### config.mk
export PLATFORM = sky130hd
export DESIGN_NAME = autoconfig_master
export DESIGN_NICKNAME = d
export VERILOG_FILES = /design/src/rtl/autoconfig_master.sv
export SDC_FILE = /design/constraint.sdc
export NUM_CORES = 1
export LEC_CHECK = 0
export ABC_AREA = 1
export CAP_MARGIN = 20
export CORE_MARGIN = 3
export CORE_UTILIZATION = 35
export CTS_CLUSTER_SIZE = 24
export DETAILED_ROUTE_END_ITERATION = 12
export SLEW_MARGIN = 5
export SYNTH_ARGS = -nofsm -noshare
export SYNTH_HDL_FRONTEND = slang
export SYNTH_SLANG_ARGS = --single-unit
### constraint.sdc
create_clock -name CLK -period 6.8 [get_ports CLK]
set_input_delay 2.04 -clock CLK [delete_from_list [all_inputs] [get_ports CLK]]
set_output_delay 2.04 -clock CLK [all_outputs]
set_load 0.02 [all_outputs]
### src/rtl/autoconfig_master.sv
// autoconfig_master
//   Zorro II AutoConfig initiator. Walks the $E8xxxx configuration chain as
//   bus master, reads each board's nibble registers, allocates a naturally
//   aligned base in the memory or I/O pool, and writes the base. A board that
//   does not fit is shut up instead.
//
// Ports
//   CLK, RESET           clock, asynchronous active-high reset
//   start                one-cycle pulse, begins a scan when idle or done
//   ADDR[23:1]           bus address, register number on ADDR[8:1]
//   AS_n, RW, DOUT       address strobe (low), 1=read/0=write, write nibble
//   DIN, DTACK           read nibble, active-high transfer acknowledge
//   busy, done, error    scan status levels
//   board_valid          one-cycle pulse per configured or shut-up board
//   board_mfg/prod/base/shut/count   details of the last reported board
module autoconfig_master #(
  parameter int unsigned TIMEOUT_CYCLES = 64,
  parameter int unsigned MAX_BOARDS     = 8,
  parameter logic [7:0]  MEM_BASE       = 8'h20,
  parameter logic [7:0]  MEM_LIMIT      = 8'hA0,
  parameter logic [7:0]  IO_BASE        = 8'hE9,
  parameter logic [7:0]  IO_LIMIT       = 8'hF0
) (
  input  logic        CLK,
  input  logic        RESET,
  input  logic        start,
  output logic [23:1] ADDR,
  output logic        AS_n,
  output logic        RW,
  output logic [3:0]  DOUT,
  input  logic [3:0]  DIN,
  input  logic        DTACK,
  output logic        busy,
  output logic        done,
  output logic        error,
  output logic        board_valid,
  output logic [15:0] board_mfg,
  output logic [7:0]  board_prod,
  output logic [7:0]  board_base,
  output logic        board_shut,
  output logic [3:0]  board_count
);

  localparam int unsigned TW = (TIMEOUT_CYCLES > 2) ? $clog2(TIMEOUT_CYCLES) : 1;
  localparam logic [TW-1:0] TO_LAST = TW'(TIMEOUT_CYCLES - 1);

  typedef enum logic [3:0] {
    S_IDLE, S_RD_TYPE, S_RD_SIZE, S_RD_ID, S_ALLOC,
    S_WR_LO, S_WR_HI, S_SHUTUP, S_REPORT, S_DONE
  } state_t;

  // Bus cycle phases: LOAD puts the address/data on the bus, SETUP holds it
  // with AS_n high for a clock, STROBE waits for DTACK, RELEASE returns AS_n
  // high and acts on the result.
  typedef enum logic [1:0] {P_LOAD, P_SETUP, P_STROBE, P_RELEASE} phase_t;

  state_t        state_q;
  phase_t        ph_q;
  logic [TW-1:0] cnt_q;
  logic [3:0]    rdata_q;
  logic          to_q;
  logic          link_q;
  logic [2:0]    size_q;
  logic [23:0]   id_q;      // {prod, mfg} shifted in one nibble at a time
  logic [2:0]    idx_q;
  logic [7:0]    base_q;
  logic [8:0]    mem_ptr_q;
  logic [8:0]    io_ptr_q;

  function automatic logic [7:0] reg_of(state_t s, logic [2:0] idx);
    case (s)
      S_RD_SIZE: return 8'h01;
      S_RD_ID: begin
        case (idx)
          3'd0:    return 8'h02;
          3'd1:    return 8'h03;
          3'd2:    return 8'h08;
          3'd3:    return 8'h09;
          3'd4:    return 8'h0A;
          default: return 8'h0B;
        endcase
      end
      S_WR_LO:  return 8'h25;
      S_WR_HI:  return 8'h24;
      S_SHUTUP: return 8'h26;
      default:  return 8'h00;
    endcase
  endfunction

  // Allocation for the board whose type/size have been read.
  logic [8:0] units_d, ptr_d, limit_d, base_d, end_d;
  logic       use_mem_d, fits_d;

  always_comb begin
    units_d   = (size_q == 3'd0) ? 9'd128 : (9'd1 << (size_q - 3'd1));
    use_mem_d = link_q || (units_d > 9'd8);
    ptr_d     = use_mem_d ? mem_ptr_q : io_ptr_q;
    limit_d   = use_mem_d ? {1'b0, MEM_LIMIT} : {1'b0, IO_LIMIT};
    // The only 8M slot in Zorro II space starts at $200000, which is not 8M
    // aligned, so an 8M board is placed at the pool pointer as is.
    if (units_d == 9'd128) base_d = ptr_d;
    else                   base_d = (ptr_d + units_d - 9'd1) & ~(units_d - 9'd1);
    end_d  = base_d + units_d;
    fits_d = (end_d <= limit_d);
  end

  always_ff @(posedge CLK or posedge RESET) begin
    if (RESET) begin
      state_q     <= S_IDLE;
      ph_q        <= P_LOAD;
      cnt_q       <= '0;
      rdata_q     <= 4'h0;
      to_q        <= 1'b0;
      link_q      <= 1'b0;
      size_q      <= 3'd0;
      id_q        <= 24'h0;
      idx_q       <= 3'd0;
      base_q      <= 8'h00;
      mem_ptr_q   <= {1'b0, MEM_BASE};
      io_ptr_q    <= {1'b0, IO_BASE};
      ADDR        <= 23'h740000;
      AS_n        <= 1'b1;
      RW          <= 1'b1;
      DOUT        <= 4'h0;
      busy        <= 1'b0;
      done        <= 1'b0;
      error       <= 1'b0;
      board_valid <= 1'b0;
      board_mfg   <= 16'h0;
      board_prod  <= 8'h0;
      board_base  <= 8'h0;
      board_shut  <= 1'b0;
      board_count <= 4'h0;
    end else begin
      board_valid <= 1'b0;
      case (state_q)
        S_IDLE, S_DONE: begin
          if (start) begin
            done        <= 1'b0;
            error       <= 1'b0;
            board_count <= 4'h0;
            mem_ptr_q   <= {1'b0, MEM_BASE};
            io_ptr_q    <= {1'b0, IO_BASE};
            busy        <= 1'b1;
            ph_q        <= P_LOAD;
            state_q     <= S_RD_TYPE;
          end
        end

        S_ALLOC: begin
          ph_q <= P_LOAD;
          if (fits_d) begin
            base_q <= base_d[7:0];
            if (use_mem_d) mem_ptr_q <= end_d;
            else           io_ptr_q  <= end_d;
            state_q <= S_WR_LO;
          end else begin
            state_q <= S_SHUTUP;
          end
        end

        S_REPORT: begin
          if ({28'd0, board_count} >= MAX_BOARDS) begin
            done    <= 1'b1;
            busy    <= 1'b0;
            state_q <= S_DONE;
          end else begin
            state_q <= S_RD_TYPE;
          end
        end

        default: begin
          case (ph_q)
            P_LOAD: begin
              ADDR <= {8'hE8, 7'h0, reg_of(state_q, idx_q)};
              RW   <= (state_q == S_RD_TYPE) || (state_q == S_RD_SIZE) ||
                      (state_q == S_RD_ID);
              case (state_q)
                S_WR_LO: DOUT <= base_q[3:0];
                S_WR_HI: DOUT <= base_q[7:4];
                default: DOUT <= 4'h0;
              endcase
              ph_q <= P_SETUP;
            end

            P_SETUP: begin
              AS_n  <= 1'b0;
              cnt_q <= '0;
              ph_q  <= P_STROBE;
            end

            P_STROBE: begin
              if (DTACK) begin
                // Registers 0x00 and 0x01 are stored true, the rest inverted.
                rdata_q <= (ADDR[8:2] == 7'd0) ? DIN : ~DIN;
                to_q    <= 1'b0;
                AS_n    <= 1'b1;
                ph_q    <= P_RELEASE;
              end else if (cnt_q == TO_LAST) begin
                rdata_q <= 4'hF;
                to_q    <= 1'b1;
                AS_n    <= 1'b1;
                ph_q    <= P_RELEASE;
              end else begin
                cnt_q <= cnt_q + 1'b1;
              end
            end

            P_RELEASE: begin
              ph_q <= P_LOAD;
              RW   <= 1'b1;
              // A missing board at 0x00 is the normal end of the chain.
              if (to_q && (state_q != S_RD_TYPE)) error <= 1'b1;
              case (state_q)
                S_RD_TYPE: begin
                  if (to_q || (rdata_q[3:2] != 2'b11)) begin
                    done    <= 1'b1;
                    busy    <= 1'b0;
                    state_q <= S_DONE;
                  end else begin
                    link_q  <= rdata_q[1];
                    state_q <= S_RD_SIZE;
                  end
                end
                S_RD_SIZE: begin
                  size_q  <= rdata_q[2:0];
                  idx_q   <= 3'd0;
                  state_q <= S_RD_ID;
                end
                S_RD_ID: begin
                  id_q <= {id_q[19:0], rdata_q};
                  if (idx_q == 3'd5) state_q <= S_ALLOC;
                  else               idx_q   <= idx_q + 3'd1;
                end
                S_WR_LO: state_q <= S_WR_HI;
                S_WR_HI, S_SHUTUP: begin
                  board_valid <= 1'b1;
                  board_mfg   <= id_q[15:0];
                  board_prod  <= id_q[23:16];
                  board_shut  <= (state_q == S_SHUTUP);
                  board_base  <= (state_q == S_SHUTUP) ? 8'h00 : base_q;
                  board_count <= (board_count == 4'hF) ? 4'hF : board_count + 4'd1;
                  state_q     <= S_REPORT;
                end
                default: state_q <= S_IDLE;
              endcase
            end

            default: ph_q <= P_LOAD;
          endcase
        end
      endcase
    end
  end

endmodule

==> flow_summary.ini, run 1 <==
[outcome]
outcome = completed

[floorplanning]
die_x_um = 146
coreArea_um2 = 19000
dieArea_um2 = 21400
io_pins = 78
initial_core_util_pct = 36.2
row_count = 50
die_h_um = 146

[clock_network]
cts_inserted_buffers = 17
post_cts_buffers = 0
post_cts_resized = 0
worstSkewPairLatency_ns = 0.42
cts_tree = done
clock_path_buffers = 2
postCtsHoldBufs = 0
path_clk_slew_ns = 0.06
htreeDepth = 4
clock-sinks = 125
cts-root-buf = clkbuf_16

[routing]
drt-wirelength-per-cell_um = 13.8
drc = 0
wirelength_mm = 16.2
ant_nets = 0
firstDrtPassIters = 5
via_count = 5472
initialDrtViolationCount = 366
via_per_inst = 4.68

[yosys]
synthArstFlopShare_pct = 100
ys_types = 50
synth_area_leaders = dfrtp_1, nand2_1, ha_1
ys_seq_area_share_pct = 45.6
syn_avg_cell_area_um2 = 8.25
ys_warn_count = 0
ys_ff_latch = 125
synth_ff_type = dfrtp_1
postSynthCellCount = 834
netlist_area_um2 = 6880
yosysTopAreaCell = dfrtp_1
synth_edf_count = 0
synth_top_area_share_pct = 42.6

[global_route]
grt_pass1_vias = 5135
grt_start_max_net_pins = 54
antenna_found_initial = 0
grt_usage_pct = 15.5
gr-total-overflow = 0
grt_pass1_wl_mm = 26.9

[final_layout]
final_cell_mix = nand2_1, dfrtp_1, inv_1, o21ai_0, nor2_1
final_common_cell = nand2_1
layout-drive-gt1-share_pct = 10.2
area_delta_synth_final_pct = 19.7
nFillCells = 1905
num_antenna_cells = 0
nets = 941

[critical_path]
end_kind = flip-flop
cpPeakStageDelay_ns = 0.51
crit_fanout = 12
crit_family = adder cells
cp_data_required_time_ns = 7.10
cpMaxStageDelayCell = o32ai_1
start_kind = flip-flop
critPathKind = flip-flop to flip-flop
path_buf_inv = 5
critPathArrivalTime_ns = 6.13

[timing]
fin_setup_tns_ns = 0
min_period_ns = 5.82
clock.fmax_ghz = 0.172
slew_viol_final = 0
skew_ns = 0.0116
slew_headroom_pct = 41.9
setup_violations = 0
finalHoldViolCount = 0
finalCritPeriodShare_pct = 85.6
rsz0062_at_grt = no
tightest_slew_ns = 0.865

[place]
hpwl_mm = 12.2
place_congestion = 0.926
io_buffer_count = 59

[power]
finalPower_w = 0.00453
power_density_nw_per_um2 = 550
p_leak_nw = 3.98
peakVddDrop_mv = 0.225

[worst_hold_path]
hold_path.class = flip-flop to flip-flop

[flow_run]
cap_violations = 0
## power breakdown
group / switching [W] / internal, W / total (W)
registers: 0.000142 / 0.000949 / 0.00109
logic: 0.00167 / 0.000884 / 0.00256
clock network: 0.000343 / 0.000535 / 0.000878
## metal layers
layer	vias to the layer above	track usage (%)	routed length, um
met5	-	0	0
met4	0	5.22	277
met1	2512	22.3	8030
met2	156	23.0	7020
li1	2784	-	-
met3	20	3.82	852
## Yosys cell counts, types with 8 or more instances
library cell  instances
nor2_1               66
dfstp_2               8
a21oi_1              28
ha_1                 35
nor3_1               10
buf_4                19
dfrtp_1             117
nand3_1              35
nand2_1             180
clkbuf_1             12
inv_1               115
o21ai_1               8
nand2_2              14
xor2_1                8
o21ai_0              84
## cells by family after synthesis
group	Yosys count	synth area share [%]
xor+xnor	8	1.02
compound gates	164	13.8
other cells	2	0.109
fa+ha+maj	37	6.95
simple gates	332	21.3
buf+inv	159	10.1
flops	125	45.6
mux	7	1.02
## path summary, 6_finish.rpt
| path | end | slack [ns] | cells after the start | startpoint |
|---|---|---|---|---|
| setup / recovery | mem_ptr_q[1] | 0.98 | 29 | size_q[0] |
| setup reg to reg | mem_ptr_q[1] | 0.98 | 29 | size_q[0] |
| max in group asynchronous | board_base[3] | 3.78 | 3 | RESET |
| min in group asynchronous | board_mfg[2] | 2.00 | 2 | RESET |
| hold / removal | board_prod[4] | 0.47 | 2 | board_prod[4] |
| hold reg to reg | board_prod[4] | 0.47 | 2 | board_prod[4] |
## sequential cells by signal (all words and copies together), names as in the netlist, 2 cells and up
signal and count:
id_q 24, board_mfg 16, io_ptr_q 9, mem_ptr_q 9, base_q 8, board_base 8
board_prod 8, cnt_q 6, ADDR 4, DOUT 4, board_count 4, rdata_q 4
state_q 4, idx_q 3, size_q 3, ph_q 2
## worst reg2reg max path: cells and delay by family, from the launching register on
kind,cells,cell delay (ns)
adders and majority gates,6,1.61
AOI/OAI and AO/OA,5,1.29
and+or+nand+nor,11,1.28
buffers and inverters,5,0.50
DFF,1,0.43
muxes,1,0.34
xor gates and xnor gates,1,0.26
## area by class of cell
type / instances / area [um^2] / area share [%]
sequential: 125 / 3140 / 38.1
multi-input combinational: 566 / 3100 / 37.7
timing repair buffer: 63 / 621 / 7.54
clock buffer: 21 / 470 / 5.72
inverter: 123 / 464 / 5.64
tap: 260 / 325 / 3.95
clock inverter: 11 / 108 / 1.31
## through the flow
stage	hold WS, ns	utilization, %	instances	setup slack [ns]	area (um^2)
floorplan	0.442	-	850	1.45	6940
global placement	0.456	40.2	1137	1.14	7650
detailed placement	0.460	40.2	1137	1.12	7650
CTS	0.472	43.3	1169	1.09	8230
global route	0.492	43.3	1169	0.467	8230
finish	0.470	43.3	1169	0.977	8230
No activity file was read; power rests on OpenSTA's default activity.
==> run 2, diff against run 1 <==
Settings changed: SKIP_LAST_GASP from default to 1, SLEW_MARGIN 5 to 15.
==> results of run 2 <==
No change in the layout: final DEF, timing and power equal those of run 1.
